File: src/rtl/stack_controller.sv
// stack_controller: LIFO stack built from a register file, with push, pop,
// replace-top (push+pop), synchronous clear, a one-cycle Ack pulse and sticky
// overflow/underflow flags. Count is the only pointer; Top is decoded from it.
module stack_controller #(
  parameter int WIDTH = 4,
  parameter int DEPTH = 8
) (
  input  logic                     Clk,
  input  logic                     Rstn,
  input  logic                     Push,
  input  logic                     Pop,
  input  logic                     Clr,
  input  logic [WIDTH-1:0]         D,
  output logic [WIDTH-1:0]         Top,
  output logic [$clog2(DEPTH):0]   Count,
  output logic                     Empty,
  output logic                     Full,
  output logic                     Ack,
  output logic                     Overflow,
  output logic                     Underflow
);

  localparam int AW = $clog2(DEPTH);
  localparam int CW = AW + 1;
  localparam logic [CW-1:0] DEPTH_C = CW'(DEPTH);

  logic [CW-1:0]    count_q, count_d;
  logic             ack_q, ack_d;
  logic             ovf_q, ovf_d;
  logic             unf_q, unf_d;
  logic             wr_en;
  logic [AW-1:0]    wr_idx;
  logic [AW-1:0]    top_idx;
  logic             empty_w, full_w;
  logic [WIDTH-1:0] mem_q [DEPTH];

  assign empty_w = (count_q == '0);
  assign full_w  = (count_q == DEPTH_C);
  // Index of the current top entry; only meaningful while the stack is non-empty.
  assign top_idx = AW'(count_q - CW'(1));

  // Next-state decode: Clr beats everything, then push+pop, then push, then pop.
  always_comb begin
    count_d = count_q;
    ack_d   = 1'b0;
    ovf_d   = ovf_q;
    unf_d   = unf_q;
    wr_en   = 1'b0;
    wr_idx  = count_q[AW-1:0];
    if (Clr) begin
      count_d = '0;
      ovf_d   = 1'b0;
      unf_d   = 1'b0;
    end else if (Push && Pop) begin
      wr_en = 1'b1;
      ack_d = 1'b1;
      if (empty_w) begin
        // Nothing to replace: behaves as a plain push into entry 0.
        wr_idx  = '0;
        count_d = CW'(1);
      end else begin
        // Replace the top entry in place; depth is unchanged, even when full.
        wr_idx = top_idx;
      end
    end else if (Push) begin
      if (full_w) begin
        ovf_d = 1'b1;
      end else begin
        wr_en   = 1'b1;
        count_d = count_q + CW'(1);
        ack_d   = 1'b1;
      end
    end else if (Pop) begin
      if (empty_w) begin
        unf_d = 1'b1;
      end else begin
        count_d = count_q - CW'(1);
        ack_d   = 1'b1;
      end
    end
  end

  // Control state: asynchronously cleared; storage is deliberately not reset.
  always_ff @(posedge Clk or negedge Rstn) begin
    if (!Rstn) begin
      count_q <= '0;
      ack_q   <= 1'b0;
      ovf_q   <= 1'b0;
      unf_q   <= 1'b0;
    end else begin
      count_q <= count_d;
      ack_q   <= ack_d;
      ovf_q   <= ovf_d;
      unf_q   <= unf_d;
    end
  end

  // One register per stack entry, loaded only when the decode selects it.
  for (genvar gi = 0; gi < DEPTH; gi++) begin : g_entry
    // Entry write: contents survive pop, clear and reset.
    always_ff @(posedge Clk) begin
      if (wr_en && (wr_idx == AW'(gi))) begin
        mem_q[gi] <= D;
      end
    end
  end

  assign Top       = empty_w ? '0 : mem_q[top_idx];
  assign Count     = count_q;
  assign Empty     = empty_w;
  assign Full      = full_w;
  assign Ack       = ack_q;
  assign Overflow  = ovf_q;
  assign Underflow = unf_q;

endmodule

File: config.mk
export PLATFORM = sky130hd
export DESIGN_NAME = stack_controller
export DESIGN_NICKNAME = d
export VERILOG_FILES = /design/src/rtl/stack_controller.sv
export SDC_FILE = /design/constraint.sdc
export NUM_CORES = 1
export LEC_CHECK = 0
export BUFFER_PORTS_ARGS = -buffer_cell sky130_fd_sc_hd__buf_4
export CAP_MARGIN = 20
export CORE_MARGIN = 8
export CORE_UTILIZATION = 62
export CTS_CLUSTER_DIAMETER = 40
export DETAILED_ROUTE_END_ITERATION = 8
export GPL_TIMING_DRIVEN = 0
export PLACE_DENSITY = 0.84
export SYNTH_ARGS = -nofsm -noshare
export SYNTH_HDL_FRONTEND = slang
export SYNTH_SLANG_ARGS = --single-unit
File: constraint.sdc
create_clock -name Clk -period 3.88 [get_ports Clk]
set_input_delay 0.388 -clock Clk [delete_from_list [all_inputs] [get_ports Clk]]
set_output_delay 0.388 -clock Clk [all_outputs]
set_load 0.05 [all_outputs]
Word-level counts from Yosys, hierarchy flattened
Memories as Yosys holds them, arrays and structs flattened.
Index checks and enable logic that the tools add are counted.
Widths: inputs -> output; s select.
- memories: 1
- memory bits (writable): 32
- register bits after elaboration: 7
- output and inout bits: 13
- reduce and logical (&&, ||, !) cells: 26
- equal/unequal tests: 13
- multiplexer cells: 66
- add/sub/neg operators: 2
- memories (memory ; words ; width ; rd ports ; clocked after memory_dff ; write ports ; RTL line ; source):
    mem_q ; 8 ; 4 ; 1 ; 0 ; 1 ; 35 ; logic [WIDTH-1:0] mem_q [DEPTH];
- operators with widths (kind ; count):
    $mux 4 ; 15
    $mux 1 ; 41
    $mux 3 ; 10
    $reduce_or 4->1 ; 7
    $eq 3x3->1 const B ; 4
    $logic_and 1x1->1 ; 9
    $ne 4x3->1 const B ; 2
    $reduce_and 4->1 ; 2
    $reduce_bool 2->1 ; 4
    $eq 3x2->1 const B ; 2
    $add 4x1->4 const B ; 1
    $eq 4x4->1 const B ; 1
    $logic_not 4->1 ; 1
    $reduce_bool 4->1 ; 1
    $sub 4x1->4 const B ; 1
    $eq 3x1->1 const B ; 1
    $logic_not 3->1 ; 1
    $ne 3x3->1 const B ; 1
    $reduce_and 3->1 ; 1
    $ne 2x1->1 const B ; 1
    $ne 2x2->1 const B ; 1

Depth between registers and ports, before layout
Gate-level depths: netlist (run 1).
- depth after elaboration: 16
- depth in mapped cells: 9
- gate-level depth less buffers: 6

Worst setup path after synthesis (run 1)
Ideal clock, no wire load.
- kind: register -> register
- start point: register count_q[0], in the netlist Count[0]
- end point: memory mem_q[0][0], enable pin
- clock period less this slack: 3.105 ns
- cell stages (with the launch flop): 9
- library setup time: 0.361 ns
- arrival time: 2.744 ns
- slack: 0.775 ns
- cell sequence: dfrtp_1 buf_6 clkbuf_1 inv_1 ha_1 nor3b_4 nor3_1 a21o_1 nor3_1
- cells in the longest elaborated chain, start to end: 16
- elaborated cells between the ends (all ways): 63
- ends and longest elaborated chain (what ; RTL line ; source):
    start: declaration ; 27 ; logic [CW-1:0] count_q, count_d;
    start signal: assignment ; 91 ; count_q <= count_d;
    $logic_not 4->1 (*) ; 37 ; assign empty_w = (count_q == '0);
    via Empty ; 16 ; output logic Empty,
    $mux 3 (*) ; 57 ; if (empty_w) begin
    $mux 3 (*) ; 54 ; end else if (Push && Pop) begin
    $mux 3 (*) ; 50 ; if (Clr) begin
    $eq 3x1->1 ; 102 ; if (wr_en && (wr_idx == AW'(gi))) begin
    $logic_and 1x1->1 ; 102 ;
    $mux 1 ; 102 ;
    $mux 1 (not written as such) ; 103 ; mem_q[gi] <= D;
    $reduce_or 4->1 (no source line) ; - ;
    $mux 3 (no source line) / $mux 1 (equally long branches) (7 in series) ; - ;
    end: declaration ; 35 ;
Mark *: on every way through the listed nets, which the timed path passes. The rest lies on a longest branch.

Worst setup path after layout (run 1)
- start point: register count_q[0], in the netlist Count[0]
- end point: output Top[0]
- cells in the longest elaborated chain, start to end: 3
- elaborated cells between the ends (all ways): 4
- ends and longest elaborated chain (what ; RTL line ; source):
    $sub 4x1->4 ; - ;
    $mem_v2 8x4 ; - ;
    $mux 4 (*) ; 108 ; assign Top = empty_w ? '0 : mem_q[top_idx];
    end: declaration ; 14 ; output logic [WIDTH-1:0] Top,
Mark *: on every way between the ends. The rest lies on a longest branch, timed or not.

==> flow_metrics.tcl, run 1 <==
set metrics [dict create \
    drive_gt1_share_pct 21.5 \
    setup_viol 0 \
    cts_tree "yes" \
    port_buffers 20 \
    crit_chain "buf_6 > clkbuf_1 > inv_1 > ha_1 > clkbuf_1 > mux4_1 > mux2i_1 > nor2_1 > buf_4" \
    power.switching_w 0.000707 \
    fmax_mhz 293 \
    cts_buffer_depth 2 \
    die_area_um2 5220 \
    finalCritPeriodShare_pct 88.1 \
    grt_overflow 0 \
    die_y_um 72.2 \
    slew-limit-headroom_pct 53.3 \
    fin_setup_tns_ns 0 \
    r2r_start "Count[0]$_DFFE_PN0P_" \
    max-cap-violations 0 \
    total_leakage_power_nw 0.848 \
    diodes 0 \
    coreArea_um2 3030 \
    dr.pass1.iters 4 \
    rrSetupSlack_ns 0.78 \
    dpl.hpwl_mm 2.96 \
    netlist_area_um2 1960 \
    fin_area_um2 2240 \
    status "finished clean" \
    worstSetupPathType "reg2out" \
    cp_slowest_cell "mux4_1" \
    cp-start-kind "flip-flop" \
    dpl_cell_area_um2 2160 \
    numCtsBuffers 5 \
    synth_fp_nets 155 \
    fin_crit_ns 3.42 \
    cp.arrival_ns 3.03 \
    cts_htree_levels 2 \
    power.internal_w 0.000878 \
    num_vias 1324 \
    drv_slew 0 \
    ir_worst_vdd_uv 614 \
    drt_wl_total_mm 4.04 \
    drt-initial-drc-count 147 \
    route.antenna.remaining_nets 0 \
    wl_per_cell_um 18.7 \
    cp_slowest_stage_delay_ns 0.43 \
    cellPowerDensity_nw_per_um2 709 \
    grt_max_degree 15 \
    syn2layout_area_growth_pct 14.1 \
    grt_pass1_vias 1285 \
    yosysWarningCount 0 \
    cts_setup_buffers 0 \
    initial_utilization_pct 64.7 \
    grt_pass1_wl_mm 6.28 \
    rr_worst_depth 8 \
    place_congestion 0.953 \
    power_frac_comb_pct 54.5 \
    final_util_pct 73.8 \
    antenna_found_initial 0 \
    synth_seq_area_share_pct 58.0 \
    worst_pin_slew_ns 0.695 \
    endpoint_kind "primary output" \
    hold_class "in2reg" \
    remaining_drc_errors 0 \
    switching_share_pct 44.6 \
    cts_num_sinks 39 \
    rows 20 \
    synth_seq_cells 39 \
    track_usage_pct 16.1 \
    critPathRequiredTime_ns 3.49 \
    viasPerCell 6.13 \
    path_buf_inv 5 \
    p_seq_share_pct 32.3 \
    pin_count 22 \
    crit_top_cell "clkbuf_1" \
    finalHoldViolations 0 \
    clockPowerShare_pct 13.2 \
    cp.depth 9 \
    syn_inst 143 \
    clk_latency_ns 0.35 \
    nNetsFinal 183 \
    critPathTopFamily "buffers and inverters" \
    finalClockSkew_ns 0.0162 \
    path_max_fanout 10 \
    fp.dieW_um 72.2 \
    clockRootBuffer "clkbuf_4" \
    clk_pin_slew_worst_paths_ns 0.13 \
    crit_start "Count[0]$_DFFE_PN0P_" \
    r2r-end "mem_q[4][2]$_DFFE_PP_" \
    avgSynthCellArea_um2 13.7 \
    rsz0062_at_grt "no" \
    critPathCapture "Top[0]" \
    synth.distinct_cells 41 \
]
## timing repair
action	in CTS	in global routing
gates resized for setup	0	0
hold buffers	1	0
setup endpoints to repair	0	0
hold endpoints to repair	7	0
## Yosys cell counts, drive strengths merged
| cell type | n | area (um2) |
|---|---|---|
| a311oi | 1 | 8.76 |
| mux2i | 5 | 50.1 |
| nand2b | 2 | 12.5 |
| buf | 7 | 42.5 |
| o2111ai | 1 | 8.76 |
| dfrtp | 7 | 175 |
| xnor2 | 2 | 17.5 |
| o31ai | 1 | 7.51 |
| ha | 3 | 37.5 |
| a211oi | 2 | 15.0 |
| a41o | 1 | 10.0 |
| xor2 | 2 | 17.5 |
| nand4 | 1 | 6.26 |
| nand2 | 8 | 30.0 |
| and2 | 2 | 12.5 |
| nand4b | 1 | 8.76 |
| nand3 | 1 | 5.00 |
| mux2 | 2 | 22.5 |
| nor3b | 2 | 26.3 |
| o221ai | 1 | 8.76 |
| o21ai | 6 | 30.0 |
| nor2b | 5 | 31.3 |
| o31a | 1 | 8.76 |
| or4 | 1 | 7.51 |
| edfxtp | 32 | 961 |
| a22oi | 1 | 7.51 |
| a21o | 1 | 7.51 |
| mux4 | 8 | 210 |
| nor3 | 11 | 55.1 |
| a2111oi | 1 | 8.76 |
| nor2 | 8 | 30.0 |
| a21oi | 6 | 30.0 |
| inv | 5 | 18.8 |
| o22ai | 1 | 6.26 |
| a221oi | 1 | 8.76 |
| clkbuf | 2 | 7.51 |
| nand3b | 1 | 7.51 |
## layout make-up
class / count / area, um2
repair buffers: 21 / 160
multi-input cells: 90 / 754
clock buffers: 5 / 37.5
inverters: 5 / 18.8
fillers: 192 / 792
well taps: 44 / 55.1
plain buffers: 9 / 50.0
flip-flops and latches: 39 / 1140
clock inverters: 3 / 23.8
## layout by cell type (no fill, tap or decap), types with 3 or more instances in the layout
master and instances:
inv_1 5, o21ai_0 6, dfrtp_1 7, mux4_1 8
ha_1 3, buf_4 21, nor2_1 8, a21oi_1 6
edfxtp_1 32, nor3_1 11, mux2i_1 5, buf_2 4
nand2_1 8, clkbuf_4 5, nor2b_1 5
## power by group through the flow
stage / combinational (W) / sequential (W) / clock (W)
2_1_floorplan: 0.000589 / 0.000571 / 0
3_3_place_gp: 0.000837 / 0.000518 / 0
3_5_place_dp: 0.000861 / 0.000520 / 0
4_1_cts: 0.000864 / 0.000511 / 0.000213
5_1_grt: 0.000926 / 0.000514 / 0.000224
6_report: 0.000864 / 0.000512 / 0.000209
## routing by layer
layer,track usage [%],wire length [um],share of wire (%)
met1,19.5,1650,41
met2,25.8,1990,49
met3,4.13,378,9.4
met4,8.39,25,0.62
met5,0,0,0
## metrics by stage
stage / hold WS, ns / setup WS [ns] / power [W] / std cells
2_1_floorplan: 0.0924 / 0.775 / 0.00116 / 143
3_3_place_gp: 0.204 / 0.913 / 0.00135 / 207
3_5_place_dp: 0.207 / 0.786 / 0.00138 / 207
4_1_cts: 0.259 / 0.454 / 0.00159 / 216
5_1_grt: 0.261 / 0.310 / 0.00166 / 216
6_report: 0.265 / 0.463 / 0.00158 / 216
## registers in the layout, summed over array words and instances (netlist names)
name and flops:
Count 4, Ack 1, mem_q 32, Overflow 1
Underflow 1
## how the worst min path moves through the flow
stage / startpoint / end / slack (ns) / cells past startpoint
after floorplan: Rstn / Ack$_DFF_PN0_ / 0.09 / 0
after global placement: Rstn / Overflow$_DFFE_PN0P_ / 0.20 / 1
after detailed placement: Rstn / Ack$_DFF_PN0_ / 0.21 / 1
after CTS: D[2] / mem_q[5][2]$_DFFE_PP_ / 0.26 / 1
after global routing: D[2] / mem_q[5][2]$_DFFE_PP_ / 0.26 / 1
final: D[2] / mem_q[5][2]$_DFFE_PP_ / 0.27 / 1
## cells by family (layout without fill, tap and decap cells)
group,Yosys count,in the layout,share of synthesized area (%)
flip-flops,39,39,58.0
AO/OA/AOI/OAI,25,25,8.49
adder cells (fa/ha/maj),3,3,1.92
buffers and inverters,14,43,3.51
AND/OR/NAND/NOR,43,43,11.9
multiplexers,15,15,14.4
XOR/XNOR,4,4,1.79
## worst register-to-register path: cells and delay by family (launching register included)
kind            cells  cell delay (ns)
buf+inv             3             0.55
compound gates      1             0.21
fa+ha+maj           1             0.33
flops               1             0.43
simple gates        3             1.23
Power figures use the tool's default switching activity.
==> inputs of run 2 (changes only) <==
--- a/config.mk
+++ b/config.mk
@@ -8,11 +8,10 @@
 export BUFFER_PORTS_ARGS = -buffer_cell sky130_fd_sc_hd__buf_4
 export CAP_MARGIN = 20
 export CORE_MARGIN = 8
-export CORE_UTILIZATION = 62
+export CORE_UTILIZATION = 45
 export CTS_CLUSTER_DIAMETER = 40
 export DETAILED_ROUTE_END_ITERATION = 8
 export GPL_TIMING_DRIVEN = 0
-export PLACE_DENSITY = 0.84
 export SYNTH_ARGS = -nofsm -noshare
 export SYNTH_HDL_FRONTEND = slang
 export SYNTH_SLANG_ARGS = --single-unit
==> run 2 against run 1 <==
Against the previous run:
- combinational power is essentially flat
- global-route usage shrank 2.5 points
- largest power group unchanged
- count of clock-buffer cells in the layout is the same
- sequential power is essentially flat
- register-to-register slack is essentially flat
- clock skew shrank 0.011 ns
- hold slack gained 0.066 ns
- first-iteration DRC count shrank 36%
- final cell count grew 3.7%
- via count shrank 2.0%
==> flow_metrics.tcl, run 2 (synthesized netlist as in run 1, its figures left out) <==
set metrics [dict create \
    top_register "mem_q" \
    drt_wl_total_mm 4.26 \
    viasPerCell 5.79 \
    ff_latch_area_um2 1140 \
    cp.arrival_ns 2.99 \
    ir_worst_vdd_uv 353 \
    top_usage_layer "met2" \
    wl_per_cell_um 19.0 \
    pre_cts_ws_ns 0.741 \
    drive_gt1_share_pct 20.9 \
    drt-initial-drc-count 94 \
    layout.cells.non_filler 224 \
    rows 24 \
    cts_htree_levels 2 \
    largest_reg_flops 32 \
    port_buffers 20 \
    finalCritPeriodShare_pct 87.1 \
    grt_pass1_wl_mm 6.70 \
    total_leakage_power_nw 0.876 \
    dpl.hpwl_mm 2.99 \
    finalHoldViolations 0 \
    cp-start-kind "flip-flop" \
    die_y_um 82.0 \
    diodes 0 \
    antenna_found_initial 0 \
    cts_buffer_depth 2 \
    clk_latency_ns 0.29 \
    max-cap-violations 0 \
    mostFrequentLayoutCell "edfxtp_1" \
    status "finished clean" \
    finalClockSkew_ns 0.00572 \
    place_congestion 0.828 \
    dp.cells 215 \
    postCtsResizedCells 0 \
    grt_max_degree 13 \
    multi_input_area_um2 754 \
    worstSetupPathType "reg2out" \
    clockRootBuffer "clkbuf_8" \
    hold_class "in2reg" \
    initial_utilization_pct 46.0 \
    cts_setup_buffers 0 \
    remaining_drc_errors 0 \
    track_usage_pct 13.6 \
    fmax_mhz 296 \
    dr.pass1.iters 4 \
    numCtsBuffers 5 \
    grt_overflow 0 \
    drv_slew 0 \
    cts_num_sinks 39 \
    critPathRequiredTime_ns 3.49 \
    fp.dieW_um 82.0 \
    clk_pin_slew_worst_paths_ns 0.08 \
    syn2layout_area_growth_pct 17.0 \
    path_max_fanout 10 \
    nNetsFinal 183 \
    worst_pin_slew_ns 0.745 \
    coreArea_um2 4260 \
    fillCellCount 371 \
    pin_count 22 \
    layout_common_cells "32 x edfxtp_1, 21 x buf_4, 11 x nor3_1" \
    gr-usage-met3_pct 3.17 \
    die_area_um2 6720 \
    met1_usage_pct 15.8 \
    slew-limit-headroom_pct 50.0 \
    setup_viol 0 \
    fin_setup_tns_ns 0 \
    endpoint_kind "primary output" \
    rsz0062_at_grt "no" \
    grt_use_met2_pct 23.6 \
    fin_crit_ns 3.38 \
    grt_pass1_vias 1291 \
    cellPowerDensity_nw_per_um2 744 \
    num_vias 1298 \
    cts_tree "yes" \
    route.antenna.remaining_nets 0 \
    final.setup.worst_slack_ns 0.500 \
    final_util_pct 53.8 \
]
[run 2: cell count changes in the layout (fill, tap and decap cells not counted)]
| cell | previous run | this run |
|---|---|---|
| inv_6 | 1 | 0 |
| clkinv_1 | 0 | 1 |
| bufinv_16 | 0 | 1 |
| clkbuf_8 | 0 | 5 |
| clkinv_2 | 0 | 1 |
| clkbuf_4 | 5 | 0 |
| clkinvlp_4 | 2 | 0 |
[run 2: area by class of cell]
type,count,area share [%]
clock buffers,5,3.00
multi-input cells,90,32.9
well taps,52,2.84
flip-flops and latches,39,49.6
plain buffers,9,2.18
repair buffers,21,6.99
clock inverters,3,1.69
inverters,5,0.819
[run 2: final timing paths]
| check | start | end | slack [ns] | depth (start not counted) |
|---|---|---|---|---|
| hold reg to reg | Overflow$_DFFE_PN0P_ | Overflow$_DFFE_PN0P_ | 0.50 | 2 |
| setup / recovery | Count[0]$_DFFE_PN0P_ | Top[0] | 0.50 | 9 |
| min in group asynchronous | Rstn | Count[1]$_DFFE_PN0P_ | 0.44 | 2 |
| setup reg to reg | Count[0]$_DFFE_PN0P_ | mem_q[6][3]$_DFFE_PP_ | 0.78 | 8 |
| hold / removal | D[0] | mem_q[4][0]$_DFFE_PP_ | 0.33 | 1 |
| max in group asynchronous | Rstn | Count[0]$_DFFE_PN0P_ | 3.32 | 2 |
[run 2: per-layer routing]
| metal | vias to the layer above | share of wire, % | wire length (um) |
|---|---|---|---|
| met1 | 649 | 42 | 1790 |
| li1 | 616 | - | - |
| met2 | 24 | 52 | 2200 |
| met5 | - | 0 | 0 |
| met4 | 0 | 1.8 | 76 |
| met3 | 9 | 4.5 | 192 |
[run 2: per-stage QoR]
step | power [W] | hold slack [ns] | area (um2)
3_5_place_dp | 0.00139 | 0.212 | 2170
4_1_cts | 0.00172 | 0.330 | 2290
5_1_grt | 0.00180 | 0.330 | 2290
2_1_floorplan | 0.00116 | 0.0924 | 1960
6_report | 0.00171 | 0.331 | 2290
3_3_place_gp | 0.00138 | 0.208 | 2170
[run 2: timing repair]
action	in CTS	in global routing
hold buffers	1	0
hold endpoints to repair	7	0
endpoints found under the setup margin	0	0
[run 2: power breakdown]
| group | switching [W] | total (W) | internal [W] |
|---|---|---|---|
| logic | 0.000552 | 0.000867 | 0.000315 |
| clock network | 0.000140 | 0.000329 | 0.000188 |
| registers | 0.0000206 | 0.000511 | 0.000490 |
[run 2: worst max-delay path: stages, from the launching register on]
cell and delay [ns]:
dfrtp_1 0.41, buf_6 0.19, clkbuf_1 0.40, inv_1 0.13, ha_1 0.30, clkbuf_1 0.45
mux4_1 0.40, mux2i_1 0.14, nor2_1 0.07, buf_4 0.21
==> inputs of run 3 (changes only) <==
--- a/config.mk
+++ b/config.mk
@@ -8,10 +8,12 @@
 export BUFFER_PORTS_ARGS = -buffer_cell sky130_fd_sc_hd__buf_4
 export CAP_MARGIN = 20
 export CORE_MARGIN = 8
-export CORE_UTILIZATION = 45
+export CORE_UTILIZATION = 62
+export CTS_BUF_LIST = sky130_fd_sc_hd__clkbuf_16
 export CTS_CLUSTER_DIAMETER = 40
 export DETAILED_ROUTE_END_ITERATION = 8
 export GPL_TIMING_DRIVEN = 0
+export PLACE_DENSITY = 0.84
 export SYNTH_ARGS = -nofsm -noshare
 export SYNTH_HDL_FRONTEND = slang
 export SYNTH_SLANG_ARGS = --single-unit
==> run 3 against run 2 <==
Against the previous run:
- hold slack improved by 0.020 ns
- non-clock buffer count unchanged
- register-to-register slack got worse by 0.04 ns
- final cell count shrank 3.6%
- design area up 1.4%
- routed wire length down 2.0%
==> flow_metrics.tcl, run 3 (synthesized netlist as in run 1, its figures left out) <==
set metrics [dict create \
    status "finished clean" \
    power_frac_comb_pct 49.0 \
    final.setup.worst_slack_ns 0.528 \
    worst_pin_slew_ns 0.726 \
    wl_per_cell_um 19.3 \
    power.switching_w 0.000733 \
    syn2layout_area_growth_pct 18.6 \
    r2r_start "Count[0]$_DFFE_PN0P_" \
    cp-start-kind "flip-flop" \
    pin_count 22 \
    pre_cts_ws_ns 0.786 \
    drv_slew 0 \
    ir_worst_vdd_uv 714 \
    largest_reg_flops 32 \
    cp_slowest_cell "mux4_1" \
    finalCritPeriodShare_pct 86.4 \
    grt_pass1_wl_mm 6.43 \
    grt_pass1_vias 1281 \
    top_register "mem_q" \
    rsz0062_at_grt "no" \
    coreArea_um2 3030 \
    path_max_fanout 10 \
    cp_slowest_stage_delay_ns 0.42 \
    rr_worst_depth 8 \
    track_usage_pct 16.8 \
    drive_gt1_share_pct 21.5 \
    fmax_mhz 298 \
    num_vias 1325 \
    rrSetupSlack_ns 0.74 \
    die_y_um 72.2 \
    endpoint_kind "primary output" \
    mostFrequentLayoutCell "edfxtp_1" \
    clockRootBuffer "clkbuf_16" \
    numCtsBuffers 5 \
    dr.pass1.iters 4 \
    grt_overflow 0 \
    clk_pin_slew_worst_paths_ns 0.06 \
    grt_max_degree 15 \
    cp.arrival_ns 2.96 \
    worstSetupPathType "reg2out" \
    cellPowerDensity_nw_per_um2 766 \
    route.antenna.remaining_nets 0 \
    finalHoldViolations 0 \
    slew-limit-headroom_pct 51.2 \
    power.internal_w 0.00105 \
    cts_setup_buffers 0 \
    r2r-end "mem_q[4][2]$_DFFE_PP_" \
    crit_chain "buf_6 > clkbuf_1 > inv_1 > ha_1 > clkbuf_1 > mux4_1 > mux2i_1 > nor2_1 > buf_4" \
    cts_num_sinks 39 \
    critPathRequiredTime_ns 3.49 \
    cts_htree_levels 2 \
    fin_crit_ns 3.35 \
    hold_end "mem_q[5][2]$_DFFE_PP_" \
    hold_class "in2reg" \
    drt-initial-drc-count 182 \
    nNetsFinal 183 \
    die_area_um2 5220 \
    drt_wl_total_mm 4.17 \
    finalClockSkew_ns 0.00595 \
    fillCellCount 176 \
    max-cap-violations 0 \
    fp.dieW_um 72.2 \
    clk_latency_ns 0.28 \
    diodes 0 \
    initial_utilization_pct 64.7 \
    layout_common_cells "32 x edfxtp_1, 21 x buf_4, 11 x nor3_1" \
    cts_tree "yes" \
    dpl.hpwl_mm 2.96 \
    rows 20 \
    crit_top_cell "clkbuf_1" \
    antenna_found_initial 0 \
    viasPerCell 6.13 \
    min_from "D[2]" \
    switching_share_pct 41.2 \
    cts_buffer_depth 2 \
    setup_viol 0 \
    port_buffers 20 \
    p_seq_share_pct 28.8 \
    place_congestion 0.953 \
    remaining_drc_errors 0 \
    min_path_cells 1 \
    postCtsResizedCells 0 \
    total_leakage_power_nw 0.886 \
    fin_setup_tns_ns 0 \
    clockPowerShare_pct 22.2 \
]
[run 3: cell types whose count changed in the layout (fill, tap and decap cells not counted), sizes merged]
cell / change
clkinvlp: +2
bufinv: -1
clkinv: -2
inv: +1
[run 3: area by class of cell]
class	count	area, um2	share of cell area [%]
Timing Repair Buffer	21	160	6.89
Sequential cell	39	1140	48.9
Clock buffer	5	125	5.39
Tap cell	44	55.1	2.37
Clock inverter	3	23.8	1.02
Inverter	5	18.8	0.808
Multi-Input combinational cell	90	754	32.5
Buffer	9	50.0	2.15
[run 3: worst max path at each step]
stage	start	cells after the start	slack, ns	endpoint
2_1_floorplan	Count[0]$_DFFE_PN0P_	8	0.77	mem_q[0][0]$_DFFE_PP_
3_3_place_gp	Count[0]$_DFFE_PN0P_	8	0.91	mem_q[2][1]$_DFFE_PP_
3_5_place_dp	Count[0]$_DFFE_PN0P_	8	0.79	mem_q[4][2]$_DFFE_PP_
4_1_cts	Count[0]$_DFFE_PN0P_	9	0.50	Top[0]
5_1_grt	Count[0]$_DFFE_PN0P_	9	0.37	Top[0]
6_report	Count[0]$_DFFE_PN0P_	9	0.53	Top[0]
[run 3: stage by stage]
step / util (%) / hold WS, ns / instance area, um2 / total power, W / cells
after floorplan: - / 0.0924 / 1960 / 0.00116 / 143
after global placement: 71.5 / 0.204 / 2160 / 0.00135 / 207
after detailed placement: 71.5 / 0.207 / 2160 / 0.00138 / 207
after CTS: 76.7 / 0.344 / 2320 / 0.00178 / 216
after global routing: 76.7 / 0.346 / 2320 / 0.00186 / 216
final: 76.7 / 0.350 / 2320 / 0.00178 / 216
[run 3: worst max-delay path, delay by kind of cell, from the launching register on]
family / cells / cell delay (ns)
AND/OR/NAND/NOR: 1 / 0.06
multiplexers: 2 / 0.58
flip-flops: 1 / 0.39
buffers and inverters: 5 / 1.32
adder cells (fa/ha/maj): 1 / 0.31
[run 3: what timing repair did]
action	4_1_cts	5_1_grt
hold endpoints to repair	7	0
endpoints found under the setup margin	0	0
hold buffers	1	0
[run 3: layer usage]
layer / GRT usage, % / part of all wire, % / up-vias
li1: - / - / 617
met1: 19.7 / 39 / 636
met2: 27.3 / 51 / 66
met3: 5.51 / 9.1 / 6
met4: 7.26 / 1.2 / 0
met5: 0 / 0 / -
[run 3: power groups by stage]
stage	Combinational (W)	Sequential [W]	Clock, W
final	0.000872	0.000512	0.000395
after global routing	0.000932	0.000514	0.000413
after global placement	0.000837	0.000518	0
after CTS	0.000873	0.000512	0.000400
after floorplan	0.000589	0.000571	0
after detailed placement	0.000861	0.000520	0
